**src/rtl/core_mem_arbiter.sv**
```systemverilog
// core_mem_arbiter: shares one memory port between the fetch (imem) and
// load/store (dmem) requesters, with a single outstanding transaction.
// Optional macro ARB_ROUND_ROBIN_EN: alternate grants on ties instead of
// letting dmem win every tie.
module core_mem_arbiter #(
  parameter int ADDR_WIDTH = 64,
  parameter int DATA_WIDTH = 64,
  parameter int MASK_WIDTH = DATA_WIDTH / 8
) (
  input  logic                  clk,
  input  logic                  rst,
  input  logic                  imem_req_valid,
  output logic                  imem_req_ready,
  input  logic [ADDR_WIDTH-1:0] imem_addr,
  output logic                  imem_resp_valid,
  output logic [DATA_WIDTH-1:0] imem_rdata,
  input  logic                  dmem_req_valid,
  output logic                  dmem_req_ready,
  input  logic [ADDR_WIDTH-1:0] dmem_addr,
  input  logic                  dmem_we,
  input  logic [MASK_WIDTH-1:0] dmem_wmask,
  input  logic [DATA_WIDTH-1:0] dmem_wdata,
  output logic                  dmem_resp_valid,
  output logic [DATA_WIDTH-1:0] dmem_rdata,
  output logic                  mem_req_valid,
  input  logic                  mem_req_ready,
  output logic [ADDR_WIDTH-1:0] mem_addr,
  output logic                  mem_we,
  output logic [MASK_WIDTH-1:0] mem_wmask,
  output logic [DATA_WIDTH-1:0] mem_wdata,
  input  logic                  mem_resp_valid,
  input  logic [DATA_WIDTH-1:0] mem_rdata
);

  typedef enum logic [1:0] {ST_IDLE, ST_ISSUE, ST_WAIT} state_t;

  state_t                r_state;
  state_t                w_next;
  logic                  r_owner;      // 1 = dmem owns the transaction
  logic [ADDR_WIDTH-1:0] r_addr;
  logic                  r_we;
  logic [MASK_WIDTH-1:0] r_wmask;
  logic [DATA_WIDTH-1:0] r_wdata;
  logic [DATA_WIDTH-1:0] r_imem_rdata;
  logic [DATA_WIDTH-1:0] r_dmem_rdata;
  logic                  r_imem_resp;
  logic                  r_dmem_resp;
  logic                  w_grant_i;
  logic                  w_grant_d;
  logic                  w_accept;
`ifdef ARB_ROUND_ROBIN_EN
  logic                  r_last_grant; // 1 = dmem was granted last
`endif

  // Arbitration, next-state and handshake outputs; ready is held low during reset
  always_comb begin
    w_grant_i     = 1'b0;
    w_grant_d     = 1'b0;
    w_next        = r_state;
    mem_req_valid = 1'b0;
    if (r_state == ST_IDLE && !rst) begin
`ifdef ARB_ROUND_ROBIN_EN
      if (imem_req_valid && dmem_req_valid) begin
        w_grant_i = r_last_grant;
        w_grant_d = !r_last_grant;
      end else begin
        w_grant_i = imem_req_valid;
        w_grant_d = dmem_req_valid;
      end
`else
      w_grant_d = dmem_req_valid;
      w_grant_i = imem_req_valid && !dmem_req_valid;
`endif
    end
    w_accept = w_grant_i || w_grant_d;
    case (r_state)
      ST_IDLE:  if (w_accept) w_next = ST_ISSUE;
      ST_ISSUE: begin
        mem_req_valid = 1'b1;
        if (mem_req_ready) w_next = ST_WAIT;
      end
      ST_WAIT:  if (mem_resp_valid) w_next = ST_IDLE;
      default:  w_next = ST_IDLE;
    endcase
  end

  assign imem_req_ready = w_grant_i;
  assign dmem_req_ready = w_grant_d;

  // FSM state register
  always_ff @(posedge clk or posedge rst) begin
    if (rst) r_state <= ST_IDLE;
    else     r_state <= w_next;
  end

  // Latch the granted request; fetches are always reads with no byte enables
  always_ff @(posedge clk or posedge rst) begin
    if (rst) begin
      r_owner <= 1'b0;
      r_addr  <= '0;
      r_we    <= 1'b0;
      r_wmask <= '0;
      r_wdata <= '0;
    end else if (w_accept) begin
      r_owner <= w_grant_d;
      r_addr  <= w_grant_d ? dmem_addr : imem_addr;
      r_we    <= w_grant_d & dmem_we;
      r_wmask <= w_grant_d ? dmem_wmask : '0;
      r_wdata <= w_grant_d ? dmem_wdata : '0;
    end
  end

`ifdef ARB_ROUND_ROBIN_EN
  // Remember who won the last accepted request
  always_ff @(posedge clk or posedge rst) begin
    if (rst)           r_last_grant <= 1'b0;
    else if (w_accept) r_last_grant <= w_grant_d;
  end
`endif

  // Capture the response for the owner; responses outside WAIT are dropped
  always_ff @(posedge clk or posedge rst) begin
    if (rst) begin
      r_imem_rdata <= '0;
      r_dmem_rdata <= '0;
      r_imem_resp  <= 1'b0;
      r_dmem_resp  <= 1'b0;
    end else begin
      r_imem_resp <= 1'b0;
      r_dmem_resp <= 1'b0;
      if (r_state == ST_WAIT && mem_resp_valid) begin
        if (r_owner) begin
          r_dmem_rdata <= mem_rdata;
          r_dmem_resp  <= 1'b1;
        end else begin
          r_imem_rdata <= mem_rdata;
          r_imem_resp  <= 1'b1;
        end
      end
    end
  end

  assign mem_addr        = r_addr;
  assign mem_we          = r_we;
  assign mem_wmask       = r_wmask;
  assign mem_wdata       = r_wdata;
  assign imem_rdata      = r_imem_rdata;
  assign dmem_rdata      = r_dmem_rdata;
  assign imem_resp_valid = r_imem_resp;
  assign dmem_resp_valid = r_dmem_resp;

endmodule

```
**config.mk**
```make
export PLATFORM = sky130hd
export DESIGN_NAME = core_mem_arbiter
export DESIGN_NICKNAME = d
export VERILOG_FILES = /design/src/rtl/core_mem_arbiter.sv
export SDC_FILE = /design/constraint.sdc
export NUM_CORES = 1
export LEC_CHECK = 0
export BUFFER_PORTS_ARGS = -buffer_cell sky130_fd_sc_hd__buf_2
export CORE_AREA = 2 2 208 210
export CTS_BUF_LIST = sky130_fd_sc_hd__clkbuf_8
export CTS_CLUSTER_DIAMETER = 120
export DETAILED_ROUTE_END_ITERATION = 8
export DIE_AREA = 0 0 210 212
export PLACE_DENSITY = 0.52
export SYNTH_ARGS = -nofsm -noshare
export SYNTH_HDL_FRONTEND = slang
export SYNTH_SLANG_ARGS = --single-unit
```
**constraint.sdc**
```tcl
create_clock -name clk -period 9.7 [get_ports clk]
set_clock_uncertainty 0.1 [all_clocks]
set_input_delay 0 -clock clk [delete_from_list [all_inputs] [get_ports clk]]
set_output_delay 0 -clock clk [all_outputs]
set_load 0.05 [all_outputs]
```
==> summary.txt, run 1 <==
Critical path
  – Cells along the critical path: nor4b_2 > buf_4 > a22oi_1 > nand2_1 > dlygate4sd3_1
  – CP max FO: 80
  – Crit path kind: register to register
  – Req. time, crit path: 10110 ps
  – Buf/Inv on CP: 2
  – CP Launch Type: register
  – CP max stage delay: 740 ps
  – WP data arrival: 3250 ps
  – CP delay by family, top: buffers and inverters
  – Crit end category: register
  – Slack of the worst reg-to-reg path: 6860 ps
  – Cell at the slowest stage of the critical path: buf_4

Placed design
  – Detailed placement HPWL: 26050 um
  – Routability cong.: 0.7726
  – Pre-CTS WS: 7004 ps
  – Port Buffer Count: 540

Logic synthesis
  – Post-synth EDFFs: 0
  – Async set-reset flop share out of synthesis: 1.000
  – Synth Flop Type: dfrtp_1
  – #FFs+latches synth: 270
  – Synth cell types: 31
  – Ys Warns: 0
  – Synth Instances: 747
  – Syn Area/Cell: 14.55 sq um
  – Syn nets: 1018
  – Sequential area share after synthesis: 0.6218
  – Synthesized area: 0.01087 sq mm

Clocking
  – Skew-Pair Late Insertion Delay: 590 ps
  – Max Root-Sink Buffers: 3
  – Root buf cell: clkbuf_8
  – Worst-path clk slew: 70 ps
  – Sink Count: 270
  – Post-CTS repair timing setup buffer count: 0
  – H-tree levels: 2
  – CTS tree: done
  – CTS resizes: 0
  – Cts bufs inserted: 48

Power and ir drop
  – Reg power frac: 0.292
  – Sw frac: 0.5014
  – Peak VDD IR: 0.0002163 V
  – Clock power frac: 0.176
  – Pleak: 8.847 nW
  – Total power: 6.809 mW
  – Int Power: 3.395 mW
  – Power Density: 382.0 mW/mm^2
  – Logic gate share of total power: 0.533
  – Sw power: 3.414 mW

Run status
  – Failing checks: hold timing
  – Status: complete, but fails checks

Drt
  – Drt total wl: 38930 um
  – Vias per inst: 4.495
  – WL/cell: 18.18 um
  – 1st-iter DRT viols: 522
  – Via total after detailed routing: 9624
  – DRC violations left: 0
  – Drt pass-1 iters: 4
  – Antenna-violating nets left: 0

Cells and area
  – Fraction of layout cells with a size suffix above 1: 0.4516
  – P&R area growth vs syn: 64.02%
  – Most frequent cells in the layout: buf_2 (540), dfrtp_1 (270), dlygate4sd3_1 (270)
  – Fill cells: 3973
  – Most common cell after layout, fill and taps aside: buf_2
  – Final design utilization: 0.4193
  – Fin nets: 1825

Global routing
  – Grt ovf: 0
  – Global-route usage over all layers: 0.1696
  – Vias in the first global route: 10141
  – First-pass GRT wire length: 58810 um
  – Pin count of the biggest net entering global routing: 88
  – Initial antenna violation count: 6

Worst hold path
  – Worst hold path type: input pin to async pin

Die
  – Rows: 76
  – Die area: 0.04452 sq mm
  – Initial Utilization: 0.2557
  – # IOs: 541
  – Die Wd: 210 um
  – Area of the core: 0.04251 sq mm
  – Die Height: 212 um

Run
  – Maxcap violations: 0

STA
  – Setup ws final: 6860 ps
  – Fin. max-slew vios: 0
  – Hold_ws: -0.4712 ps
  – RSZ-0062 raised after global routing: no
  – Post-route setup TNS: 0 ps
  – Tcrit/Tclk final: 0.2928
  – Setup Viol. Count Final: 0
  – Worst slew pin tran: 980.8 ps
  – Final hold violation count: 1
  – Minimum clock period: 2840 ps
  – Max_slew headroom: 0.3461
  – Fmax: 0.3521 GHz
==> layout make-up <==
type                    count  area [sq um]  area share
diodes                      3         7.507   0.0004212
clock buffers              70         963.4     0.05405
flip-flops and latches    270          6756      0.3791
repair buffers            821          5488      0.3079
multi-input cells         409          3745      0.2101
clock inverters            18         157.7    0.008845
inverters                   4         22.52    0.001264
well taps                 546         683.2     0.03833
==> path summary, 6_finish.rpt <==
check,startpoint,end,cells after the start
worst max register to register,r_state[1],mem_addr[57],5
worst min register to register,mem_addr[7],mem_addr[7],1
min in group clk,dmem_wdata[18],mem_wdata[18],3
worst max-delay path,r_state[1],mem_addr[57],5
max in group asynchronous,rst,dmem_rdata[52],5
worst min-delay path,rst,mem_addr[25],3
==> power groups by stage <==
stage | logic, mW | registers (mW) | clock network, mW
global route | 3.78 | 2.05 | 1.30
detailed placement | 3.49 | 1.98 | 0
finish | 3.63 | 1.98 | 1.20
global placement | 3.46 | 1.99 | 0
floorplan | 0.719 | 3.86 | 0
CTS | 3.64 | 1.98 | 1.24
==> synthesized netlist by cell type, types with 3 or more instances <==
cell         n  area, sq um
a22o_1      74        648.1
a22oi_1     25        187.7
a31oi_1     39        244.0
a32oi_1     24        210.2
and2_1      39        244.0
buf_1        3        11.26
buf_2       25        125.1
buf_6       14        157.7
clkbuf_1    21        78.83
dfrtp_1    270         6756
inv_1        3        11.26
mux2_1      49        551.8
mux2_2      30        337.8
mux2_4      49        735.7
nand2_1     26        97.59
nor2_1       3        11.26
o2bb2ai_1   39        341.6
==> logic make-up (layout without fill, tap and decap cells) <==
family / Yosys count / count (layout) / share of synthesized area
AO/OA/AOI/OAI: 204 / 204 / 0.1518
flip-flops: 270 / 270 / 0.6218
multiplexers: 128 / 128 / 0.1496
buffers and inverters: 68 / 913 / 0.03638
AND/OR/NAND/NOR: 77 / 77 / 0.04053
other: 0 / 3 / 0
==> worst reg2reg max path, delay by kind of cell, from the launching register on <==
family	cells	cell delay, ps
flops	1	490
compound gates	1	290
simple gates	2	580
buf+inv	2	1300
==> state kept, by name, summed over array words and instances (netlist names) <==
register,cells
dmem_resp_valid,1
imem_resp_valid,1
mem_addr,64
imem_rdata,64
mem_wmask,8
r_state,2
r_owner,1
mem_wdata,64
mem_we,1
dmem_rdata,64
==> what timing repair did <==
item,in CTS,in global routing
endpoints found under the setup margin,0,0
endpoints found under the hold margin,345,0
hold buffers,270,0
==> layer usage <==
metal | routed length (um) | GRT usage
met5 | 38 | 0
met4 | 829 | 0.04842
met3 | 3179 | 0.05716
met2 | 18800 | 0.2856
met1 | 16080 | 0.2071
==> metrics by stage <==
stage,std cells,instance area [sq um]
finish,2141,17820
global route,2138,17820
CTS,2138,17820
detailed placement,1780,13990
global placement,1780,13990
floorplan,747,10870
Power figures use the tool's default switching activity.
==> run 2, diff against run 1 <==
Settings changed: CORE_AREA 2 2 208 210 to 2 2 211 213, DIE_AREA 0 0 210 212 to 0 0 213 215, PLACE_DENSITY 0.52 to 0.53.
Clock period 9.7 ns to 2.3 ns, I/O delays scaled along.
==> run 2 against run 1 <==
  * The run now ends clean
  * Clock-buffer cell count down 6
  * Flip-flop and latch count unchanged
  * Setup slack got worse by 6800 ps
  * Final area rose by 2.8%
  * Largest power group unchanged
==> summary.txt, run 2 (synthesis results as in run 1) <==
Cells and area
  – P&R area growth vs syn: 68.66% (was 64.02%)
  – Fraction of layout cells with a size suffix above 1: 0.4514 (was 0.4516)
  – Most common cell after layout, fill and taps aside: buf_2 (unchanged)
  – Non-Filler Instances: 2229 (was 2141)
  – Final instance area: 0.01833 sq mm (was 0.01782 sq mm)
  – Most frequent cells in the layout: buf_2 (538), dlygate4sd3_1 (289), dfrtp_1 (270) (was buf_2 (540), dfrtp_1 (270), dlygate4sd3_1 (270))
  – Final design utilization: 0.4199 (was 0.4193)
  – Fin nets: 1872 (was 1825)

Die
  – Die Wd: 213 um (was 210 um)
  – Die Height: 215 um (was 212 um)
  – Area of the core: 0.04364 sq mm (was 0.04251 sq mm)
  – Initial Utilization: 0.2490 (was 0.2557)
  – Rows: 77 (was 76)
  – Die area: 0.04580 sq mm (was 0.04452 sq mm)
  – # IOs: 541 (unchanged)

Clocking
  – Skew-Pair Late Insertion Delay: 580 ps (was 590 ps)
  – Max Root-Sink Buffers: 3 (unchanged)
  – Cts bufs inserted: 47 (was 48)
  – Root buf cell: clkbuf_8 (unchanged)
  – Sink Count: 270 (unchanged)
  – CTS tree: done (unchanged)
  – Worst-path clk slew: 60 ps (was 70 ps)
  – H-tree levels: 2 (unchanged)

Critical path
  – Cells along the critical path: buf_4 > nor3_2 > buf_4 > nand2_1 > nor2_2 > buf_6 (was nor4b_2 > buf_4 > a22oi_1 > nand2_1 > dlygate4sd3_1)
  – WP data arrival: 2150 ps (was 3250 ps)
  – CP most frequent cell: buf_4
  – CP Launch Type: register (unchanged)
  – Req. time, crit path: 2200 ps (was 10110 ps)
  – Crit end category: output pin (was register)
  – CP max FO: 7 (was 80)
  – Crit path kind: register to output pin (was register to register)
  – Cell at the slowest stage of the critical path: dfrtp_1 (was buf_4)
  – Buf/Inv on CP: 3 (was 2)
  – CP max stage delay: 380 ps (was 740 ps)
  – CP delay by family, top: simple AND/OR/NAND/NOR gates (was buffers and inverters)

Drt
  – Antenna-violating nets left: 0 (unchanged)
  – WL/cell: 17.85 um (was 18.18 um)
  – DRC violations left: 0 (unchanged)
  – 1st-iter DRT viols: 517 (was 522)
  – Vias per inst: 4.454 (was 4.495)
  – Drt total wl: 39800 um (was 38930 um)
  – Drt pass-1 iters: 4 (unchanged)
  – Via total after detailed routing: 9929 (was 9624)

Power and ir drop
  – Clock power frac: 0.159 (was 0.176)
  – Int Power: 13.72 mW (was 3.395 mW)
  – Sw power: 14.43 mW (was 3.414 mW)
  – Power Density: 1536 mW/mm^2 (was 382.0 mW/mm^2)
  – Pleak: 9.060 nW (was 8.847 nW)
  – Sw frac: 0.5126 (was 0.5014)
  – Logic gate share of total power: 0.543 (was 0.533)
  – Peak VDD IR: 0.001200 V (was 0.0002163 V)
  – Reg power frac: 0.298 (was 0.292)

Placed design
  – Inst Count DP: 1853 (was 1780)
  – Port Buffer Count: 540 (unchanged)
  – Routability cong.: 0.7765 (was 0.7726)
  – Detailed placement HPWL: 26660 um (was 26050 um)
  – Pre-CTS WS: 336.8 ps (was 7004 ps)
  – Post-DP Area: 0.01441 sq mm (was 0.01399 sq mm)

Global routing
  – Vias in the first global route: 10850 (was 10141)
  – Most Crowded Layer GR: met2 (unchanged)
  – Initial antenna violation count: 2 (was 6)
  – Pin count of the biggest net entering global routing: 86 (was 88)
  – First-pass GRT wire length: 60530 um (was 58810 um)
  – Routing usage on met3: 0.04939 (was 0.05716)
  – Met1 usage: 0.1981 (was 0.2071)
  – Grt ovf: 0 (unchanged)
  – Global-route usage over all layers: 0.1693 (was 0.1696)
  – Grt met2 use: 0.2906 (was 0.2856)

Run status
  – Status: complete, no violations (was complete, but fails checks)

STA
  – Worst slew pin tran: 611.9 ps (was 980.8 ps)
  – Tcrit/Tclk final: 0.9780
  – Setup ws final: 50.60 ps (was 6860 ps)
  – Max_slew headroom: 0.5899 (was 0.3461)
  – Fmax: 0.4446 GHz
  – Final hold violation count: 0 (was 1)
  – Setup Viol. Count Final: 0 (unchanged)
  – Minimum clock period: 2249 ps
  – Fin. max-slew vios: 0 (unchanged)

Run
  – Maxcap violations: 0 (unchanged)

Worst hold path
  – Worst hold path type: input pin to register (was input pin to async pin)
## run 2: cell count changes in the layout (fill, tap and decap cells not counted), sizes merged
cell / previous run / this run
buf: 551 / 579
dlygate4sd3: 270 / 289
clkbuf: 70 / 64
inv: 12 / 18
clkinv: 6 / 2
bufinv: 3 / 0
clkinvlp: 1 / 3
bufbuf: 0 / 1
diode: 3 / 2
## run 2: worst paths after layout
kind	from	cells past startpoint	slack, ps	endpoint
setup / recovery	r_state[1]	6	50	imem_req_ready
hold / removal	dmem_addr[55]	4	60	mem_addr[55]
setup reg to reg	r_state[1]	6	110	mem_addr[40]
hold reg to reg	dmem_rdata[41]	1	380	dmem_rdata[41]
max in group asynchronous	rst	6	740	mem_addr[54]
min in group asynchronous	rst	4	550	imem_rdata[29]
## run 2: power groups by stage
stage	sequential, mW	clock [mW]	combinational (mW)
after floorplan	16.3	0	3.04
after global placement	8.38	0	14.8
after detailed placement	8.35	0	14.9
after CTS	8.36	4.64	15.3
after global routing	8.67	4.90	15.9
final	8.40	4.46	15.3
## run 2: cell type report
class                      count  area [sq um]
antenna                        2         5.005
sequential                   270          6756
tap                          592         740.7
clock inverter                19         86.33
clock buffer                  64         880.8
timing repair buffer         869          6083
inverter                       4         18.77
multi-input combinational    409          3756
fill                        4028         25320
## run 2: stage by stage
step	total power [mW]	hold slack, ps	setup TNS, ps
finish	28.14	61.06	0
global placement	23.14	7.797	0
floorplan	19.30	7.674	-369210
CTS	28.28	0.1139	0
detailed placement	23.23	12.27	0
global route	29.51	16.65	-6.626
## run 2: per-layer routing
metal  routed length (um)  up-vias
li1                     -     4528
met1                16210     4884
met2                19310      427
met3                 2985       90
met4                 1284        0
met5                    0        -
## run 2: timing repair
item / 4_1_cts / 5_1_grt
pin swaps: 0 / 1
hold buffers: 289 / 0
setup buffers: 0 / 1
endpoints found under the setup margin: 2 / 2
resized for setup: 2 / 4
cloned: 0 / 1
hold endpoints to repair: 539 / 0
## run 2: worst min-delay path: cells and delay by family
kind	cells	cell delay (ps)
buf+inv	2	600
simple gates	1	70
compound gates	1	50
==> run 3, diff against run 2 <==
--- a/config.mk
+++ b/config.mk
@@ -13,4 +13,6 @@
 export DIE_AREA = 0 0 213 215
 export PLACE_DENSITY = 0.53
+export RECOVER_POWER = 25
+export SETUP_SLACK_MARGIN = 0.15
 export SYNTH_ARGS = -nofsm -noshare
 export SYNTH_HDL_FRONTEND = slang
==> constraint.sdc (replaced) <==
create_clock -name clk -period 2.3 [get_ports clk]
set_clock_uncertainty 0.1 [all_clocks]
set_input_delay 0.46 -clock clk [delete_from_list [all_inputs] [get_ports clk]]
set_output_delay 0.46 -clock clk [all_outputs]
set_load 0.05 [all_outputs]
==> run 3 against run 2 <==
  * Global-route usage is 0.79 points lower
  * Largest power group unchanged
  * Critical path type unchanged
  * Routed wire length shrank 4.1%
  * Critical endpoint is now dmem_req_ready
  * Setup slack better by 25 ps
  * Cell count fell by 4.8%
  * Non-clock buffer count fell by 98
  * Combinational power about the same
  * Sequential power barely moved
  * Utilization down 2.6 points
  * Die area unchanged
==> summary.txt, run 3 (synthesis results as in run 1) <==
Run status
  – Status: complete, no violations (unchanged)

Critical path
  – CP Launch Type: register (unchanged)
  – Worst setup path endpoint: dmem_req_ready (was imem_req_ready)
  – Crit path kind: register to output pin (unchanged)
  – Reg2Reg Depth: 4 (was 6)
  – CP max FO: 6 (was 7)
  – Req. time, crit path: 1740 ps (was 2200 ps)
  – Crit end category: output pin (unchanged)
  – Crit path from: r_state[1] (unchanged)
  – Worst r2r src: r_state[0] (was r_state[1])
  – Reg-to-Reg End: imem_rdata[34] (was mem_addr[40])
  – Slack of the worst reg-to-reg path: 330 ps (was 110 ps)
  – WP data arrival: 1660 ps (was 2150 ps)

Power and ir drop
  – Total power: 27.63 mW (was 28.14 mW)
  – Power Density: 1608 mW/mm^2 (was 1536 mW/mm^2)
  – Peak VDD IR: 0.001099 V (was 0.001200 V)
  – Pleak: 8.626 nW (was 9.060 nW)

Cells and area
  – Fraction of layout cells with a size suffix above 1: 0.4791 (was 0.4514)
  – Non-Filler Instances: 2122 (was 2229)
  – Most frequent cells in the layout: buf_2 (537), dfrtp_1 (268), dlygate4sd3_1 (186) (was buf_2 (538), dlygate4sd3_1 (289), dfrtp_1 (270))
  – Final instance area: 0.01718 sq mm (was 0.01833 sq mm)
  – Most common cell after layout, fill and taps aside: buf_2 (unchanged)
  – Final design utilization: 0.3936 (was 0.4199)
  – P&R area growth vs syn: 58.09% (was 68.66%)
  – Antenna diode count: 0 (was 2)
  – Fin nets: 1773 (was 1872)

Placed design
  – Post-DP Area: 0.01440 sq mm (was 0.01441 sq mm)
  – Port Buffer Count: 540 (unchanged)
  – Detailed placement HPWL: 26380 um (was 26660 um)
  – Inst Count DP: 1851 (was 1853)
  – Pre-CTS WS: 192.7 ps (was 336.8 ps)
  – Routability cong.: 0.7927 (was 0.7765)

STA
  – Post-route setup TNS: 0 ps (unchanged)
  – Setup ws final: 75.14 ps (was 50.60 ps)
  – Tcrit/Tclk final: 0.9673 (was 0.9780)
  – Fmax: 0.4495 GHz (was 0.4446 GHz)
  – Final hold violation count: 0 (unchanged)
  – Worst slew pin tran: 1024 ps (was 611.9 ps)
  – Fin. max-slew vios: 0 (unchanged)
  – Minimum clock period: 2225 ps (was 2249 ps)
  – Setup Viol. Count Final: 0 (unchanged)
  – Max_slew headroom: 0.3174 (was 0.5899)
  – RSZ-0062 raised after global routing: yes
  – Hold_ws: 63.99 ps (was 61.06 ps)

Clocking
  – Max Root-Sink Buffers: 3 (unchanged)
  – Sink Count: 270 (unchanged)
  – Root buf cell: clkbuf_8 (unchanged)
  – Cts bufs inserted: 45 (was 47)
  – Skew-Pair Late Insertion Delay: 570 ps (was 580 ps)
  – H-tree levels: 2 (unchanged)
  – CTS tree: done (unchanged)
  – Worst-path clk slew: 60 ps (about the same)

Drt
  – Drt total wl: 38170 um (was 39800 um)
  – Vias per inst: 4.439 (was 4.454)
  – Via total after detailed routing: 9420 (was 9929)
  – 1st-iter DRT viols: 544 (was 517)
  – DRC violations left: 0 (unchanged)
  – WL/cell: 17.99 um (was 17.85 um)
  – Antenna-violating nets left: 0 (unchanged)
  – Drt pass-1 iters: 6 (was 4)

Die
  – Die area: 0.04580 sq mm (unchanged)
  – Die Wd: 213 um (unchanged)
  – Area of the core: 0.04364 sq mm (unchanged)
  – Initial Utilization: 0.2490 (unchanged)
  – Die Height: 215 um (unchanged)
  – # IOs: 541 (unchanged)
  – Rows: 77 (unchanged)

Global routing
  – Global-route usage over all layers: 0.1614 (was 0.1693)
  – Vias in the first global route: 10187 (was 10850)
  – First-pass GRT wire length: 57420 um (was 60530 um)
  – Pin count of the biggest net entering global routing: 95 (was 86)
  – Grt ovf: 0 (unchanged)
  – Initial antenna violation count: 0 (was 2)

Run
  – Maxcap violations: 0 (unchanged)

Worst hold path
  – Worst hold path type: input pin to register (unchanged)
==> run 3: changes by cell type in the layout (fill, tap and decap cells not counted), sizes merged, moves of 2 or more <==
cell         before  now
buf             579  577
diode             2    0
clkinvlp          3    1
dlygate4sd3     289  186
inv              18   21
==> run 3: area by class of cell <==
type	instances	area, sq um
well taps	592	740.7
clock inverters	20	107.6
repair buffers	771	5016
multi-input cells	410	3782
fillers	4211	26460
inverters	4	16.27
clock buffers	55	757.0
flip-flops and latches	270	6759
==> run 3: worst min-delay path by stage <==
stage / from / end / cells after the start
global placement: dmem_rdata[25] / dmem_rdata[25] / 1
global route: mem_rdata[9] / dmem_rdata[9] / 2
floorplan: r_owner / r_owner / 1
detailed placement: mem_addr[9] / mem_addr[9] / 1
finish: mem_rdata[9] / dmem_rdata[9] / 2
CTS: mem_rdata[9] / dmem_rdata[9] / 2
==> run 3: per-layer routing <==
metal,part of all wire,vias up,track usage
met5,0,-,0
met4,0.031,0,0.06294
met3,0.085,69,0.04808
met2,0.47,448,0.2756
met1,0.41,4581,0.1889
li1,-,4322,-
==> run 3: timing repair <==
item / 4_1_cts / 5_1_grt
setup buffers: 7 / 2
endpoints found under the hold margin: 229 / 0
cloned: 0 / 1
hold buffers: 186 / 0
pin swaps: 3 / 2
endpoints found under the setup margin: 3 / 4
resized for setup: 10 / 1
==> run 3: critical path: stages (launching register included) <==
cell and delay [ps]:
dfrtp_2 460, nor4b_4 320, buf_4 180, buf_8 140
==> run 3: power breakdown <==
| part | internal [mW] | switching [mW] |
|---|---|---|
| logic | 4.07 | 11.0 |
| clock network | 2.25 | 1.91 |
| registers | 7.04 | 1.39 |
| total | 13.4 | 14.3 |
